===== src/rtl/exec_unit.sv =====
// Execution unit fed by the operand queue: pops one entry, runs an increment
// or a shift-add square, then broadcasts {label, result} on the CDB.
module exec_unit #(
    parameter int DATA_W  = 32,
    parameter int LABEL_W = 5,
    parameter int MUL_W   = 16
) (
    input  logic               clk,
    input  logic               RST,
    input  logic               require,
    input  logic               opIn,
    input  logic [DATA_W-1:0]  dataIn,
    input  logic [LABEL_W-1:0] labelIn,
    output logic               requireAC,
    input  logic               flush,
    output logic               cdbReq,
    input  logic               cdbGrant,
    output logic               BCEN,
    output logic [LABEL_W-1:0] BClabel,
    output logic [DATA_W-1:0]  BCdata,
    output logic               busy
);

    localparam int CNT_W = $clog2(MUL_W);

    typedef enum logic [1:0] {
        IDLE,
        EXEC,
        WAIT
    } state_t;

    state_t             state_q;
    logic               op_q;
    logic [CNT_W-1:0]   cnt_q;
    logic [DATA_W-1:0]  acc_q;
    logic [DATA_W-1:0]  mcand_q;
    logic [MUL_W-1:0]   mplier_q;
    logic [LABEL_W-1:0] res_label_q;
    logic [DATA_W-1:0]  res_data_q;
    logic [DATA_W-1:0]  acc_d;

    assign acc_d = mplier_q[0] ? acc_q + mcand_q : acc_q;

    // RST gates the accept so the queue never pops while the unit is held in reset
    assign requireAC = (state_q == IDLE) & require & ~flush & ~RST;
    assign cdbReq    = (state_q == WAIT);
    assign busy      = (state_q != IDLE);
    assign BCEN      = cdbReq & cdbGrant & ~flush;
    assign BClabel   = cdbReq ? res_label_q : '0;
    assign BCdata    = cdbReq ? res_data_q : '0;

    always_ff @(posedge clk or posedge RST) begin
        if (RST) begin
            state_q     <= IDLE;
            op_q        <= 1'b0;
            cnt_q       <= '0;
            acc_q       <= '0;
            mcand_q     <= '0;
            mplier_q    <= '0;
            res_label_q <= '0;
            res_data_q  <= '0;
        end else begin
            unique case (state_q)
                IDLE: begin
                    if (requireAC) begin
                        op_q        <= opIn;
                        res_label_q <= labelIn;
                        res_data_q  <= dataIn;
                        acc_q       <= '0;
                        mcand_q     <= DATA_W'(dataIn[MUL_W-1:0]);
                        mplier_q    <= dataIn[MUL_W-1:0];
                        cnt_q       <= '0;
                        state_q     <= EXEC;
                    end
                end
                EXEC: begin
                    if (flush) begin
                        state_q <= IDLE;
                    end else if (!op_q) begin
                        res_data_q <= res_data_q + DATA_W'(1);
                        state_q    <= WAIT;
                    end else begin
                        acc_q    <= acc_d;
                        mcand_q  <= mcand_q << 1;
                        mplier_q <= mplier_q >> 1;
                        cnt_q    <= cnt_q + CNT_W'(1);
                        if (cnt_q == CNT_W'(MUL_W - 1)) begin
                            res_data_q <= acc_d;
                            state_q    <= WAIT;
                        end
                    end
                end
                WAIT: begin
                    if (flush || BCEN) begin
                        state_q <= IDLE;
                    end
                end
                default: state_q <= IDLE;
            endcase
        end
    end

endmodule


===== config.mk =====
export PLATFORM = sky130hd
export DESIGN_NAME = exec_unit
export DESIGN_NICKNAME = d
export VERILOG_FILES = /design/src/rtl/exec_unit.sv
export SDC_FILE = /design/constraint.sdc
export NUM_CORES = 1
export LEC_CHECK = 0
export ABC_AREA = 1
export CAP_MARGIN = 20
export CORE_MARGIN = 1.5
export CORE_UTILIZATION = 59
export CTS_CLUSTER_SIZE = 25
export DETAILED_ROUTE_END_ITERATION = 8
export GPL_TIMING_DRIVEN = 1
export PLACE_DENSITY = 0.82
export SYNTH_ARGS = -nofsm -noshare
export SYNTH_HDL_FRONTEND = slang
export SYNTH_SLANG_ARGS = --single-unit

===== constraint.sdc =====
create_clock -name clk -period 7.54 [get_ports clk]
set_input_delay 1.508 -clock clk [delete_from_list [all_inputs] [get_ports clk]]
set_output_delay 1.508 -clock clk [all_outputs]
set_load 0.005 [all_outputs]

==> run summary <==
Status: finished, final reports clean
Register bit total from synthesis: 124
DR vias: 9354
Via-per-instance ratio: 5.70
Total power draw: 2.29 mW
Hold Buf Count CTS: 0
GRT overflow: 0
Skew-Pair Late Insertion Delay: 0.44 ns
Cell mode on critical path: clkdlybuf4s50_1
Max Cap Viol: 0
Post-Synthesis Net Count: 1454
Clock buffer count from CTS: 17
Initial Utilization: 0.600
Critical Path Fanout Max: 58
# clock sinks: 124
Fin crit share: 0.695
Post-route minimum period: 5.24 ns
Leak Pwr: 5.14 nW
Most common cell after layout, fill and taps aside: nand2_1
Yosys synthesis warning count: 0
Crit path largest cell delay: 0.58 ns
Max clock buf depth: 2
HP Class: flop to flop
Commonest cells after routing, fill and taps aside: nand2_1, inv_1, nor2_1
Core area: 0.0151 sq mm
Cell count after placement: 1607
CP Cell Sequence: clkdlybuf4s50_1 > inv_4 > nand4_2 > inv_1 > clkdlybuf4s50_1
Number of I/O pins: 84
Worst Setup SP: RST
Largest cells by area after synthesis: dfrtp_1, nand2_1, inv_1, nand3_1, nor2_1
First-pass GRT wire length: 44.8 mm
Total Routing Usage GR: 0.359
Post-DP HPWL: 20.8 mm
Final GP Congestion: 0.998
1st-iter DRT viols: 824
Critical path required time: 6.03 ns
H-tree depth: 4
Startpoint types: input pin
Syn avg cell area: 6.60 sq um
Pwr dens: 216 mW/mm^2
Initial antenna violation count: 0
Worst VDD drop: 174 uV
First drt pass iteration count: 5
Postcts setup bufs: 0
Rel. slew slack: 0.422
Clock transition at the registers of the reported paths: 0.06 ns
Final Hold Vio Count: 0
Worst Path Arrival: 3.73 ns
Worst setup path class: input pin to output pin
Hold wc startpoint: mplier_q[2]
PostCTS Resize Cnt: 0
Syn Inst Count: 1377
Layout cells sized above 1: 0.0441
Final ANT Viol Nets: 0
Routed len/inst: 16.9 um
Fin. max-slew vios: 0
Min Hold Slack: 0.497 ns
Synth top area share: 0.341
Die Area: 0.0162 sq mm
Largest net degree at the start of global routing: 69
Die X: 127 um
Unrepaired setup endpoints after global routing: false
Setup TNS: 0 ns
Layout Skew: 0.0128 ns
TritonCTS clock tree: yes
Area leader, netlist: dfrtp_1
Die H: 127 um
Sequential fraction of the synthesis area: 0.341
Fmax: 0.191 GHz
CTS root buf: clkbuf_16
PortBufs: 83
Slew @ Worst Pin: 0.868 ns
Antenna cells: 0
Final wirelength: 27.8 mm
DR DRC count: 0
Cell Area, Synth: 0.00909 sq mm
Crit path max-delay cell type: clkdlybuf4s50_1
CP endpoint kind: output pin
Area Growth Syn to Fin: 16.1%
Critical R2R Launch: state_q[0]
Vias in the first global route: 8842
Nets: 1516
Netlist cell types: 58
Post-route insts no fill: 1640
Setup violators final: 0
Rows: 45
==> through the flow <==
step	area, sq um	utilization	worst slack [ns]
floorplan	9090	-	1.07
global placement	9970	0.659	2.34
detailed placement	9970	0.659	2.30
CTS	10500	0.695	2.30
global route	10600	0.697	2.12
finish	10600	0.697	2.30
==> per-layer routing <==
metal,track usage,vias to the layer above,wire length [um]
met5,0,-,0
met4,0.180,0,1210
met3,0.0741,83,2000
met2,0.567,412,12600
met1,0.471,4308,12000
li1,-,4551,-
==> cell type report <==
type                            instances  area (sq um)
Clock inverter                         15           130
Multi-Input combinational cell        994          4970
Timing Repair Buffer                   88           888
Sequential cell                       124          3100
Clock buffer                           17           425
Tap cell                              188           235
Fill cell                            1333          4590
Inverter                              214           808
==> critical path: cells and delay by family <==
| family | cells | cell delay (ns) |
|---|---|---|
| buffers and inverters | 4 | 1.92 |
| and+or+nand+nor | 1 | 0.25 |
==> registers in the layout, indices dropped and copies added (netlist names) <==
| name | cells |
|---|---|
| acc_q | 32 |
| mcand_q | 32 |
| res_data_q | 32 |
| mplier_q | 16 |
| res_label_q | 5 |
| cnt_q | 4 |
| state_q | 2 |
| op_q | 1 |
==> Yosys cell counts (all sizes together) <==
library cell / number
clkbuf: 21
fa: 1
inv: 212
a2bb2oi: 1
xnor2: 14
a31o: 1
ha: 33
nor3: 21
clkinv: 2
a21o: 1
nand4: 14
nand2: 398
a21boi: 2
and3: 2
o21a: 15
o21bai: 7
o31ai: 2
and2: 2
o211ai: 8
o22a: 2
a31oi: 4
mux2i: 1
or2: 8
a32oi: 1
o31a: 1
dfrtp: 124
nor2: 141
o21ai: 101
a22oi: 8
nand3b: 2
xor2: 12
buf: 24
o22ai: 21
a21oi: 52
nor4: 2
nand3: 113
o221ai: 1
a22o: 1
nor3b: 1
==> path summary, 6_finish.rpt <==
kind                                     end  slack (ns)  depth (start not counted)
worst max register to register  mplier_q[11]        3.35                         11
min in group asynchronous         mcand_q[3]        1.54                          2
max in group asynchronous        mcand_q[26]        4.64                          3
worst max-delay path               requireAC        2.30                          5
worst min register to register   mplier_q[2]        0.50                          1
worst min-delay path             mplier_q[2]        0.50                          1
==> logic make-up (layout without fill, tap and decap cells) <==
logic type                 after synthesis  in the layout  synth area share
AOI/OAI and AO/OA                      229            229             0.146
xor gates and xnor gates                26             26            0.0250
adders and majority gates               34             34            0.0476
buffers and inverters                  259            334             0.112
DFF                                    124            124             0.341
muxes                                    1              1           0.00110
and+or+nand+nor                        704            704             0.327
==> report_power, final <==
| part | switching (mW) | internal (mW) | leakage [nW] | total [mW] |
|---|---|---|---|---|
| sequential | 0.113 | 0.776 | 1.59 | 0.889 |
| combinational | 0.400 | 0.217 | 3.28 | 0.617 |
| clock | 0.348 | 0.431 | 0.275 | 0.780 |
No activity file was read; power rests on OpenSTA's default activity.
